$ cat config.mk
export PLATFORM = sky130hd
export DESIGN_NAME = axis_frame_gen
export DESIGN_NICKNAME = d
export VERILOG_FILES = /design/src/rtl/axis_frame_gen.sv
export SDC_FILE = /design/constraint.sdc
export NUM_CORES = 1
export LEC_CHECK = 0
export ABC_CLOCK_PERIOD_IN_PS = 4400
export BUFFER_PORTS_ARGS = -buffer_cell sky130_fd_sc_hd__buf_4
export CAP_MARGIN = 20
export CORE_UTILIZATION = 30
export CTS_BUF_LIST = sky130_fd_sc_hd__clkbuf_2 sky130_fd_sc_hd__clkbuf_4 sky130_fd_sc_hd__clkbuf_8
export CTS_CLUSTER_DIAMETER = 30
export DETAILED_ROUTE_END_ITERATION = 6
export PLACE_DENSITY_LB_ADDON = 0.05
export SLEW_MARGIN = 5
export SYNTH_ARGS = -nofsm -noshare
export SYNTH_HDL_FRONTEND = slang
export SYNTH_SLANG_ARGS = --single-unit
$ cat constraint.sdc
create_clock -name rtc_clk -period 4.4 [get_ports rtc_clk]
set_input_delay 0.22 -clock rtc_clk [delete_from_list [all_inputs] [get_ports rtc_clk]]
set_output_delay 0.22 -clock rtc_clk [all_outputs]
set_load 0.05 [all_outputs]
$ cat src/rtl/axis_frame_gen.sv
// Periodic AXI-Stream frame generator: a period counter raises ticks, each tick
// requests one Ethernet-style frame with a timestamped header beat followed by
// payload beats whose bytes carry the beat index.
module axis_frame_gen #(
    parameter int unsigned DATA_WIDTH = 256,
    parameter int unsigned KEEP_WIDTH = 32
) (
    input  logic                  rtc_clk,
    input  logic                  reset,
    input  logic                  enable,
    input  logic [31:0]           period,
    input  logic [7:0]            frame_beats,
    input  logic [5:0]            last_bytes,
    input  logic                  is_critical,
    input  logic [47:0]           dst_mac,
    input  logic [47:0]           src_mac,
    input  logic [15:0]           it_ethertype,
    input  logic [15:0]           crit_ethertype,
    input  logic [63:0]           rtc_time,
    output logic [DATA_WIDTH-1:0] m_axis_tdata,
    output logic [KEEP_WIDTH-1:0] m_axis_tkeep,
    output logic                  m_axis_tvalid,
    output logic                  m_axis_tlast,
    input  logic                  m_axis_tready,
    output logic [31:0]           frames_sent,
    output logic [15:0]           dropped_ticks,
    output logic                  busy
);

    typedef enum logic [0:0] {StIdle, StSend} state_e;

    localparam logic [KEEP_WIDTH:0] KeepOne = {{KEEP_WIDTH{1'b0}}, 1'b1};

    state_e                state_q, state_d;
    logic [31:0]           cnt_q, cnt_d;
    logic                  pending_q, pending_d;
    logic [15:0]           dropped_q, dropped_d;
    logic [31:0]           frames_q, frames_d;
    logic [7:0]            beat_q, beat_d;
    logic [7:0]            beats_q, beats_d;
    logic [KEEP_WIDTH-1:0] last_keep_q, last_keep_d;
    logic [DATA_WIDTH-1:0] tdata_q, tdata_d;
    logic [KEEP_WIDTH-1:0] tkeep_q, tkeep_d;
    logic                  tlast_q, tlast_d;

    logic [31:0]           eff_period;
    logic                  tick;
    logic                  start;
    logic [7:0]            eff_beats;
    logic [5:0]            eff_last;
    logic [KEEP_WIDTH:0]   keep_wide;
    logic [KEEP_WIDTH-1:0] in_keep;
    logic [15:0]           ethertype;
    logic [DATA_WIDTH-1:0] hdr_be;
    logic [DATA_WIDTH-1:0] hdr;
    logic [7:0]            beat_next;
    logic                  next_is_last;

    assign eff_period = (period == 32'd0) ? 32'd1 : period;
    assign tick       = enable && (cnt_q == eff_period - 32'd1);
    assign start      = (state_q == StIdle) && pending_q;

    assign eff_beats  = (frame_beats == 8'd0) ? 8'd1 : frame_beats;
    assign eff_last   = (last_bytes == 6'd0 || last_bytes > 6'd32) ? 6'd32 : last_bytes;
    assign keep_wide  = (KeepOne << eff_last) - KeepOne;
    assign in_keep    = keep_wide[KEEP_WIDTH-1:0];
    assign ethertype  = is_critical ? crit_ethertype : it_ethertype;

    // Header built MSB-first, then byte-swapped so byte 0 lands in bits [7:0].
    assign hdr_be     = {dst_mac, src_mac, ethertype, frames_q, rtc_time, 48'h0};

    assign beat_next    = beat_q + 8'd1;
    assign next_is_last = (beat_next == beats_q - 8'd1);

    // Byte-reverse the big-endian header into AXIS byte order.
    always_comb begin
        hdr = '0;
        for (int k = 0; k < int'(KEEP_WIDTH); k++) begin
            hdr[8*k +: 8] = hdr_be[int'(DATA_WIDTH) - 1 - 8*k -: 8];
        end
    end

    // Period counter: free-runs 0..P-1 while enabled, parked at 0 otherwise.
    always_comb begin
        cnt_d = cnt_q;
        if (!enable) begin
            cnt_d = 32'd0;
        end else if (tick) begin
            cnt_d = 32'd0;
        end else begin
            cnt_d = cnt_q + 32'd1;
        end
    end

    // Tick request flag and lost-tick counter; a tick coinciding with a start re-arms.
    always_comb begin
        pending_d = pending_q;
        dropped_d = dropped_q;
        if (tick) begin
            pending_d = 1'b1;
        end else if (start) begin
            pending_d = 1'b0;
        end
        if (tick && pending_q && !start && dropped_q != 16'hFFFF) begin
            dropped_d = dropped_q + 16'd1;
        end
    end

    // Frame FSM: latch the frame on start, then walk beats on each handshake.
    always_comb begin
        state_d     = state_q;
        frames_d    = frames_q;
        beat_d      = beat_q;
        beats_d     = beats_q;
        last_keep_d = last_keep_q;
        tdata_d     = tdata_q;
        tkeep_d     = tkeep_q;
        tlast_d     = tlast_q;
        unique case (state_q)
            StIdle: begin
                if (pending_q) begin
                    state_d     = StSend;
                    beat_d      = 8'd0;
                    beats_d     = eff_beats;
                    last_keep_d = in_keep;
                    tdata_d     = hdr;
                    tlast_d     = (eff_beats == 8'd1);
                    tkeep_d     = (eff_beats == 8'd1) ? in_keep : '1;
                end
            end
            StSend: begin
                if (m_axis_tready) begin
                    if (tlast_q) begin
                        state_d  = StIdle;
                        frames_d = frames_q + 32'd1;
                        tlast_d  = 1'b0;
                    end else begin
                        beat_d  = beat_next;
                        tdata_d = {KEEP_WIDTH{beat_next}};
                        tlast_d = next_is_last;
                        tkeep_d = next_is_last ? last_keep_q : '1;
                    end
                end
            end
            default: state_d = StIdle;
        endcase
    end

    // State registers with synchronous reset.
    always_ff @(posedge rtc_clk) begin
        if (reset) begin
            state_q     <= StIdle;
            cnt_q       <= 32'd0;
            pending_q   <= 1'b0;
            dropped_q   <= 16'd0;
            frames_q    <= 32'd0;
            beat_q      <= 8'd0;
            beats_q     <= 8'd1;
            last_keep_q <= '1;
            tdata_q     <= '0;
            tkeep_q     <= '0;
            tlast_q     <= 1'b0;
        end else begin
            state_q     <= state_d;
            cnt_q       <= cnt_d;
            pending_q   <= pending_d;
            dropped_q   <= dropped_d;
            frames_q    <= frames_d;
            beat_q      <= beat_d;
            beats_q     <= beats_d;
            last_keep_q <= last_keep_d;
            tdata_q     <= tdata_d;
            tkeep_q     <= tkeep_d;
            tlast_q     <= tlast_d;
        end
    end

    assign m_axis_tdata  = tdata_q;
    assign m_axis_tkeep  = tkeep_q;
    assign m_axis_tlast  = tlast_q;
    assign m_axis_tvalid = (state_q == StSend);
    assign busy          = (state_q == StSend);
    assign frames_sent   = frames_q;
    assign dropped_ticks = dropped_q;

endmodule

# Yosys cells after proc, flatten, opt, wreduce, memory -nomap -nowiden
# Index checks and enable logic that the tools add are counted.
# W data, S select, Z words.
[totals]
register_bits = 419
latch_bits = 0
ram_bits = 0
romBits = 0
out_inout_bits = 339
n_memories = 0
[op_classes]
add_sub_neg = 7
n_mul = 0
n_div = 0
n_lt_le_gt_ge = 1
n_eq_ne = 7
n_shift = 1
mux = 28
bitwise = 2
reduce_logical = 16
[ops]
columns = ["op", "n"]
rows = [
  ["$mux W256", 3],
  ["$pmux W256 S2", 1],
  ["$mux W32", 6],
  ["$add A32 B1 Y32 const B", 2],
  ["$pmux W32 S2", 1],
  ["$sub A32 B1 Y32 const B", 2],
  ["$eq A32 B32 Y1", 1],
  ["$logic_not A32 Y1", 1],
  ["$mux W8", 4],
  ["$shl A1 B6 Y32 const A", 1],
  ["$add A16 B1 Y16 const B", 1],
  ["$mux W16", 1],
  ["$ne A16 B16 Y1 const B", 1],
  ["$pmux W8 S2", 1],
  ["$add A8 B1 Y8 const B", 1],
  ["$eq A8 B1 Y1 const B", 1],
  ["$eq A8 B8 Y1", 1],
  ["$logic_not A8 Y1", 1],
  ["$mux W1", 8],
  ["$sub A8 B1 Y8 const B", 1],
  ["$gt A6 B6 Y1 const B", 1],
  ["$logic_not A6 Y1", 1],
  ["$mux W6", 1],
  ["$ne A2 B2 Y1 const B", 3],
  ["other kinds (9)", 17],
]

# Longest topological paths before layout
[logic_depth]
ltp_word = 8
ltp_mapped = 19

# Worst setup path before layout
# Ideal clock, no wire load.
[synth_timing]
kind = "in2reg"
from = "input port period[20]"
to = "register dropped_q[10], in the netlist dropped_ticks[10]"
setup_time_ns = 0.070
arrival_time_ns = 3.967
required_ns = 4.330
setup_slack_ns = 0.363
stages = 18
path_buffers = 4
cell_sequence = "buf_6 or4_4 nor4b_4 and3_1 buf_2 a21oi_1 ha_1 nor2b_1 clkbuf_1 or3_1 o211ai_1 nand4_1 a2111oi_1 and2_1 nand4_1 buf_2 or3_1 a21oi_1"
[synth_via]
elab_chain_cells = 8
[synth_rtl]
columns = ["item", "line_no", "source"]
rows = [
  ["start: declaration", "11", "input logic [31:0] period,"],
  ["$logic_not A32 Y1", "59", "assign eff_period = (period == 32'd0) ? 32'd1 : period;"],
  ["$mux W32 (*)", "59", ""],
  ["$sub A32 B1 Y32 (*)", "60", "assign tick = enable && (cnt_q == eff_period - 32'd1);"],
  ["$eq A32 B32 Y1 (*)", "60", ""],
  ["$logic_and A1 B1 Y1 (*)", "60", ""],
  ["$logic_and A1 B1 Y1 (*) (3 in a row)", "104", "if (tick && pending_q && !start && dropped_q != 16'hFFFF) begin"],
  ["end signal: assignment", "167", "dropped_q <= dropped_d;"],
  ["end: declaration", "37", "logic [15:0] dropped_q, dropped_d;"],
]
# Mark *: on every way between the ends. The rest lies on a longest branch, timed or not.
# A chain may end at the register's enable or synchronous reset.

# Worst setup path after layout
[layout_timing]
from = "input port period[20]"
to = "register dropped_q[13], in the netlist dropped_ticks[13]"
# The elaborated chain is that of the path after synthesis.

==> results.toml <==
[placed_design]
dpl-instance-area_um2 = 21170
portBuffers = 581
dpl.cell_count = 3052
gp_congestion = 0.8773
dpl.hpwl_um = 45120

[cells_and_area]
fin_area_um2 = 25710
nNetsFinal = 2912
drive_above_1_share_pct = 30.31
stdcell_count = 3442
synthToLayoutAreaGrowth_pct = 56.10

[floorplanning]
io_pins = 582
die_area_um2 = 55840
initial_utilization_pct = 30.48
core_area_um2 = 54030
dieWidth_um = 236.3
num_rows = 85
die_height_um = 236.3

[global_routing]
antenna_found_initial = 3
grt_start_max_net_pins = 205
track_usage_pct = 23.09
grt_pass1_vias = 16980
overflow = 0
grt_pass1_wl_um = 101200

[timing]
final_hold_viol_count = 0
period_share_pct = 83.60
slew_violations = 0
fin_crit_ns = 3.678
fin_skew_ns = 0.05930
finalSetupViolations = 0
tightest_slew_ns = 1.350
max_clock_freq_mhz = 271.9
finalSetupTns_ns = 0
rsz0062_at_grt = "no"
max_slew_margin_pct = 9.981

[min_path]
min_path_type = "input pin to register"

[clock_network]
cts_resized = 0
cts_tree = "yes"
path_clk_slew_ns = 0.05
htree_levels = 3
clockRootBuffer = "clkbuf_8"
cts_buffer_depth = 3
cts.sinks = 371
cts-buffers-inserted = 102
clkLatencyLatePin_ns = 0.67

[yosys]
synth_edf_count = 0
synth_top_area_share_pct = 45.10
yosys_register_bits = 371
netlist_top_cells_count = "dfxtp_1, a21oi_1, nor2_1"
yosysMostFrequentCell = "dfxtp_1"
synth_warnings = 0
yosys_most_used_dff = "dfxtp_1"
yosysUniqueCellTypes = 68
netlist_instances = 1939
synth.avg_cell_area_um2 = 8.494
ys_async_sr_fraction_pct = 0
synthesis.nets = 2189
synth_area_um2 = 16470
yosysTopAreaCell = "dfxtp_1"
yosys-top-cells-area = "dfxtp_1, a21oi_1, a22oi_1, nor2_1, nand2_1"
ys_seq_area_share_pct = 45.10

[status]
outcome = "finished, final reports clean"

[critical_path]
cp-start-kind = "input pin"
crit_type = "input pin to register"
worstPathMaxFanout = 30
cp-end-kind = "register"
crit_arrival_ns = 4.23
required_ns = 4.95

[route]
drc = 0
wl_per_cell_um = 19.46
ant_nets = 0
via_count = 17470
dr.pass1.iters = 5
drt-total-wl_um = 66970
viasPerCell = 5.076
first_iter_violations = 1033

[power]
cellPowerDensity_nw_per_um2 = 367.3
ir_drop_mv = 0.2295
leakagePower_nw = 10.51

[flow_run]
maxCapViolCount = 0
## state kept, by name (all words and copies together) (netlist names)
name           cells
pending_q          1
last_keep_q       32
dropped_ticks     16
cnt_q             32
frames_sent       32
m_axis_tlast       1
busy               1
beat_q             7
beats_q            8
m_axis_tdata     209
m_axis_tkeep      32
## where the power goes
part / internal, W / leakage, nW / total, W / switching [W]
clock network: 0.00367 / 1.31 / 0.00552 / 0.00184
registers: 0.00337 / 2.99 / 0.00337 / 0.00000197
logic: 0.000320 / 6.21 / 0.000559 / 0.000239
total: 0.00736 / 10.5 / 0.00944 / 0.00208
## path summary, 6_finish.rpt
kind,start,cells past startpoint,slack (ns),end
setup / recovery,period[20],17,0.72,dropped_ticks[13]$_SDFFE_PP0P_
hold / removal,it_ethertype[6],5,0.08,m_axis_tdata[110]$_SDFFE_PP0P_
setup reg to reg,beat_q[0]$_SDFFE_PP0P_,9,1.35,m_axis_tkeep[6]$_SDFFE_PP0P_
hold reg to reg,m_axis_tkeep[27]$_SDFFE_PP0P_,2,0.45,m_axis_tkeep[27]$_SDFFE_PP0P_
## placed cells by master, fill, tap and decap left out, types with 4 or more instances in the layout
master / count
xnor2_1: 42
nand3b_1: 18
a221oi_1: 53
or3_1: 31
o21ai_0: 41
o21ai_1: 8
nand4_1: 24
clkinv_2: 20
nor2_1: 185
mux2_2: 5
clkbuf_8: 122
nand2_1: 184
inv_1: 14
clkbuf_4: 17
nor2b_1: 10
nand3_1: 83
and3_1: 25
mux2i_1: 20
a21oi_1: 232
or2_2: 5
dfxtp_1: 371
nand2b_1: 7
o211ai_1: 15
and2_1: 7
a31oi_1: 29
o221ai_1: 18
nor3_1: 23
ha_1: 7
and4_1: 10
bufinv_16: 17
nor4_1: 10
a211o_1: 15
clkinvlp_4: 4
o21a_1: 4
dlygate4sd3_1: 202
buf_4: 614
xor2_1: 66
nand4b_1: 5
a22oi_1: 123
## area by class of cell
| type | instances | area [um^2] |
|---|---|---|
| Multi-Input combinational cell | 1352 | 8097 |
| Inverter | 14 | 52.55 |
| Clock inverter | 48 | 711.9 |
| Fill cell | 5262 | 28320 |
| Sequential cell | 371 | 7427 |
| Tap cell | 696 | 870.8 |
| Timing Repair Buffer | 821 | 6741 |
| Antenna cell | 1 | 2.502 |
| Clock buffer | 139 | 1807 |
## logic make-up (layout without fill, tap and decap cells)
group / count (synthesis) / in the layout / share of synthesized area [%]
AOI/OAI and AO/OA: 564 / 564 / 22.12
xor gates and xnor gates: 109 / 109 / 5.880
adders and majority gates: 7 / 7 / 0.5318
buffers and inverters: 216 / 1022 / 5.926
DFF: 371 / 371 / 45.10
muxes: 26 / 26 / 1.648
other: 1 / 2 / 0.02277
and+or+nand+nor: 645 / 645 / 18.78
## routing by layer
| layer | global-route usage, % | wire length, um | part of all wire [%] |
|---|---|---|---|
| met2 | 37.72 | 31620 | 47 |
| met1 | 28.27 | 28160 | 42 |
| met4 | 9.484 | 2145 | 3.2 |
| met3 | 6.764 | 5019 | 7.5 |
| met5 | 0 | 27 | 0.040 |
## metrics by stage
step | worst slack [ns] | utilization, % | power (W) | hold slack (ns)
2_1_floorplan | 0.3627 | - | 0.003595 | 0.3560
3_3_place_gp | 0.1598 | 39.08 | 0.003838 | 0.4287
3_5_place_dp | 0.1015 | 39.18 | 0.003840 | 0.4336
4_1_cts | 0.8234 | 47.58 | 0.009585 | 0.01486
5_1_grt | 0.4655 | 47.59 | 0.009811 | 0.1051
6_report | 0.7218 | 47.59 | 0.009444 | 0.08184
## critical path: stages
cell and delay, ns:
buf_4 0.15, or4_4 0.57, nor4b_4 0.27, and3_1 0.22, a21oi_1 0.08, ha_1 0.22
nor2b_1 0.15, buf_4 0.14, or3_1 0.34, o211ai_1 0.14, nand4_1 0.13, a2111oi_1 0.51
and2_1 0.21, nand4_1 0.12, buf_4 0.24, or3_1 0.37, a21oi_1 0.14
## timing repair
| action | CTS | global route |
|---|---|---|
| endpoints found under the hold margin | 187 | 0 |
| endpoints found under the setup margin | 0 | 0 |
| hold buffers | 202 | 0 |
| setup buffers | 0 | 0 |
Note: power is estimated with default switching activity, not from simulation.
